$ cat src/rtl/dff_pipe_en_if.sv
// Bus bundle for the enable-gated register pipeline.
// Handshake: valid-only, no back-pressure. The producer raises in_valid with d
// on an en edge and the word is taken unconditionally. The consumer must sample
// q whenever out_valid=1 on an en edge, because that word is dropped on the next
// en edge. out_valid=0 always comes with q=0.
interface dff_pipe_en_if #(
  parameter int WIDTH = 8,
  parameter int DEPTH = 4
);
  localparam int CNT_W = $clog2(DEPTH + 1);

  logic             en;
  logic             flush;
  logic             in_valid;
  logic [WIDTH-1:0] d;
  logic [WIDTH-1:0] q;
  logic             out_valid;
  logic [CNT_W-1:0] occupancy;

  modport master (
    output en, flush, in_valid, d,
    input  q, out_valid, occupancy
  );

  modport slave (
    input  en, flush, in_valid, d,
    output q, out_valid, occupancy
  );
endinterface

$ cat src/rtl/dff_pipe_en.sv
// Stallable WIDTH x DEPTH delay line. Each stage carries a valid bit. A single
// enable shifts every stage together, and a synchronous flush empties the line.
// The occupancy counter tracks how many stages hold a valid word.
module dff_pipe_en #(
  parameter int WIDTH = 8,
  parameter int DEPTH = 4
) (
  input  logic          clk,
  input  logic          reset_n,
  dff_pipe_en_if.slave  bus
);
  localparam int CNT_W = $clog2(DEPTH + 1);
  localparam logic [CNT_W-1:0] CNT_ONE = CNT_W'(1);

  logic [DEPTH-1:0] v;
  logic [WIDTH-1:0] data [DEPTH];
  logic [CNT_W-1:0] occ;
  logic [CNT_W-1:0] occ_next;

  // Occupancy after an en edge. Simultaneous entry and exit leaves the count
  // unchanged. Because the count equals the popcount of v, it cannot pass
  // DEPTH or drop below zero.
  always_comb begin
    occ_next = occ;
    if (bus.in_valid && !v[DEPTH-1]) begin
      occ_next = occ + CNT_ONE;
    end else if (!bus.in_valid && v[DEPTH-1]) begin
      occ_next = occ - CNT_ONE;
    end
  end

  // Stage registers and occupancy. Priority is reset, then flush, then en, then hold.
  // Bubbles carry zero data, so q is 0 whenever out_valid is 0.
  always_ff @(posedge clk or negedge reset_n) begin
    if (!reset_n) begin
      v   <= '0;
      occ <= '0;
      for (int k = 0; k < DEPTH; k++) begin
        data[k] <= '0;
      end
    end else if (bus.flush) begin
      v   <= '0;
      occ <= '0;
      for (int k = 0; k < DEPTH; k++) begin
        data[k] <= '0;
      end
    end else if (bus.en) begin
      v[0]    <= bus.in_valid;
      data[0] <= bus.in_valid ? bus.d : '0;
      for (int k = 1; k < DEPTH; k++) begin
        v[k]    <= v[k-1];
        data[k] <= data[k-1];
      end
      occ <= occ_next;
    end
  end

  assign bus.q         = data[DEPTH-1];
  assign bus.out_valid = v[DEPTH-1];
  assign bus.occupancy = occ;
endmodule

$ cat src/flat_wrapper.sv
// flat-port wrapper written by rule: the top's interface ports become plain ports
module dff_pipe_en_flat 
#(
  parameter int WIDTH = 8,
  parameter int DEPTH = 4
)
  (clk, reset_n, bus_en, bus_flush, bus_in_valid, bus_d, bus_q, bus_out_valid, bus_occupancy);
  dff_pipe_en_if #(.WIDTH(WIDTH), .DEPTH(DEPTH)) bus_i ();
  input  logic clk;
  input  logic reset_n;
  input wire logic [$bits(bus_i.en)-1:0] bus_en;
  input wire logic [$bits(bus_i.flush)-1:0] bus_flush;
  input wire logic [$bits(bus_i.in_valid)-1:0] bus_in_valid;
  input wire logic [$bits(bus_i.d)-1:0] bus_d;
  output wire logic [$bits(bus_i.q)-1:0] bus_q;
  output wire logic [$bits(bus_i.out_valid)-1:0] bus_out_valid;
  output wire logic [$bits(bus_i.occupancy)-1:0] bus_occupancy;
  assign bus_i.en = bus_en;
  assign bus_i.flush = bus_flush;
  assign bus_i.in_valid = bus_in_valid;
  assign bus_i.d = bus_d;
  assign bus_q = bus_i.q;
  assign bus_out_valid = bus_i.out_valid;
  assign bus_occupancy = bus_i.occupancy;
  dff_pipe_en #(.WIDTH(WIDTH), .DEPTH(DEPTH)) u_core (.clk(clk), .reset_n(reset_n), .bus(bus_i));
endmodule
$ cat config.mk
export PLATFORM = sky130hd
export DESIGN_NAME = dff_pipe_en_flat
export DESIGN_NICKNAME = d
export VERILOG_FILES = /design/src/rtl/dff_pipe_en_if.sv /design/src/rtl/dff_pipe_en.sv /design/src/flat_wrapper.sv
export SDC_FILE = /design/constraint.sdc
export NUM_CORES = 1
export LEC_CHECK = 0
export ABC_AREA = 1
export CAP_MARGIN = 20
export CORE_MARGIN = 2
export CORE_UTILIZATION = 50
export CTS_CLUSTER_SIZE = 30
export DETAILED_ROUTE_END_ITERATION = 8
export GPL_TIMING_DRIVEN = 1
export PLACE_DENSITY = 0.73
export SLEW_MARGIN = 20
export SYNTH_ARGS = -nofsm -noshare
export SYNTH_HDL_FRONTEND = slang
export SYNTH_SLANG_ARGS = --single-unit
$ cat constraint.sdc
create_clock -name clk -period 3.5 [get_ports clk]
set_input_delay 0.7 -clock clk [delete_from_list [all_inputs] [get_ports clk]]
set_output_delay 0.7 -clock clk [all_outputs]
set_load 0.01 [all_outputs]
==> flow_summary.ini <==
[status]
status = finished clean

[clock_network]
cts_setup_buffers = 0
cts_tree = yes
cts_buffers = 5
cts_hold_buf = 0
clkSlewWorstSetupHoldPaths_ns = 0.13
clock_path_buffers = 2
cts_num_sinks = 39
insertion_delay_ns = 0.35
cts.repair.resized = 0
cts-root-buf = clkbuf_4
htreeDepth = 2

[synthesis]
synth_compound_area_frac = 0.125
synth_xor_xnor_area_share = 0
seq_area_frac_synth = 0.590
synth_top_family_by_area = buffers and inverters
synth_area_leaders = dfrtp_1 (59%), nand2_1 (9.1%), inv_1 (7.7%), o22ai_1 (6.8%), buf_4 (4.1%)
syn_inst = 172
syn-num-nets = 186
syn_avg_cell_area_um2 = 9.62
synth_area_um2 = 1660
ys_warn_count = 0
synthMuxAreaShare = 0
post_synth_and_or_nand_nor_area_fraction = 0.134
ys_seq_elements = 39
yosys.area.top_type_share = 0.590
yosys.area.top_type = dfrtp_1
yosys.area_share.adder = 0.0121
synth_cell_types = 17

[critical_path]
worstReg2RegStart = u_core.v[3]$_DFFE_PN0P_
path_class = primary input to flop
endpoint = u_core.bus.occupancy[2]$_DFFE_PN0P_
r2r_setup_slack_ns = 2.08
cp-start-kind = primary input
crit_fanout = 18
reg2reg_to = u_core.bus.occupancy[2]$_DFFE_PN0P_
reg2regPathDepth = 8
cp-end-kind = flop
startpoint = bus_en
critical_path_required_ns = 3.78
cp.arrival_ns = 2.36

[finish]
final_nets = 204
fin_area_um2 = 1930
multiInputGateArea_um2 = 448
antennaDiodeCount = 0
num-fill-cells = 285
final_core_util = 0.623
seq_area_um2 = 976
area_delta_synth_final_pct = 16.7
drive_gt1_frac = 0.0838
final_cells = 235

[sta]
holdWs_ns = 0.434
skew_ns = 0.0192
finalSetupTns_ns = 0
layout_worst_path_cycle_share = 0.592
worstMarginPinSlew_ns = 0.838
final_hold_viol_count = 0
slew-limit-headroom = 0.441
drv_slew = 0
setup_viol = 0
fin_ws_ns = 1.43
grt_setup_unrepaired = no
period_needed_ns = 2.07
fmax_ghz = 0.483

[routing]
drt_wl_total_um = 2830
drtPass1Iterations = 4
drt_iter0_markers = 50
drc = 0
vias = 1133
ant_nets = 0
vias_per_cell = 4.82
wl_per_cell_um = 12.0

[place]
preCtsSetupSlack_ns = 1.05
dp_hpwl_um = 1960
port_buffers = 24
dp.cells = 227
place_area_um2 = 1850
routabilityCongestion = 0.820

[pwr]
powerDensity_nw_per_um2 = 445
power_uw = 859
p_leak_nw = 0.925
ir_worst_vdd_uv = 223

[floorplan]
die_h_um = 61.5
num_rows = 20
num_io_pins = 25
core_um2 = 3100
die_x_um = 61.5
initial_core_util = 0.533
floorplan.die_area_um2 = 3790

[hold_path]
hp-class = primary input to asynchronous set/reset pin

[global_route]
grt_pass1_vias = 1081
track_usage = 0.181
antenna_found_initial = 0
grt_overflow = 0
grt_pass1_wl_um = 4820
grt_max_degree = 40

[flow_run]
drv_cap = 0
-- placed cells by master, fill, tap and decap left out --
master and n:
buf_2 1, o21ai_0 12, clkinv_2 1, clkbuf_8 1, bufinv_16 1, o22ai_2 2
clkbuf_4 5, nor2_1 1, a21oi_2 1, inv_2 1, nand2_4 1, o22ai_1 18
nand3_1 7, nand2_1 40, clkdlybuf4s50_1 23, nor2_4 1, inv_1 34, dfrtp_1 39
nand3_2 1, fa_1 1
-- kinds of logic (layout without fill, tap and decap cells) --
family | after synthesis | in the layout
simple gates | 51 | 51
buf+inv | 48 | 67
flops | 39 | 39
compound gates | 33 | 33
fa+ha+maj | 1 | 1
-- power by group --
group	total (mW)	internal [mW]	switching, mW
logic	0.0774	0.0307	0.0467
registers	0.466	0.461	0.00514
clock network	0.316	0.169	0.147
total	0.859	0.661	0.199
-- worst max-delay path, stage by stage --
cell	delay, ns
clkdlybuf4s50_1	0.72
nor2_4	0.43
inv_2	0.22
nand2_1	0.15
nand2_1	0.06
nand2_1	0.07
-- final cells by class --
class	count	share of cell area
sequential	39	0.505
multi-input combinational	85	0.232
inverter	35	0.0680
tap	44	0.0285
clock inverter	2	0.0181
clock buffer	6	0.0266
timing repair buffer	24	0.122
-- metal layers --
layer | share of wire | vias up | global-route usage
met4 | 0.022 | 0 | 0.109
met2 | 0.48 | 22 | 0.281
met3 | 0.037 | 5 | 0.0378
li1 | - | 567 | -
met5 | 0 | - | 0
met1 | 0.46 | 539 | 0.232
-- flip-flops by register name (all words and copies together), names as in the netlist --
register and cells:
u_core.v 4, u_core.bus.q 8, u_core.bus.occupancy 3, u_core.data 24
-- Yosys cell counts --
cell / instances
nand2_1: 40
dfrtp_1: 39
inv_1: 34
o22ai_1: 18
o21ai_0: 12
buf_4: 9
nand3_1: 7
buf_2: 2
buf_6: 2
o22ai_2: 2
a21oi_2: 1
fa_1: 1
inv_2: 1
nand2_4: 1
nand3_2: 1
nor2_1: 1
nor2_4: 1
-- worst min path at each step --
stage | to | slack, ns | cells after the start
floorplan | u_core.bus.occupancy[0]$_DFFE_PN0P_ | 0.40 | 0
global placement | u_core.bus.q[7]$_DFFE_PN0P_ | 0.46 | 2
detailed placement | u_core.bus.q[1]$_DFFE_PN0P_ | 0.46 | 2
CTS | u_core.data[19]$_DFFE_PN0P_ | 0.46 | 1
global route | u_core.bus.q[1]$_DFFE_PN0P_ | 0.49 | 2
finish | u_core.data[18]$_DFFE_PN0P_ | 0.43 | 1
No activity file was read; power rests on OpenSTA's default activity.
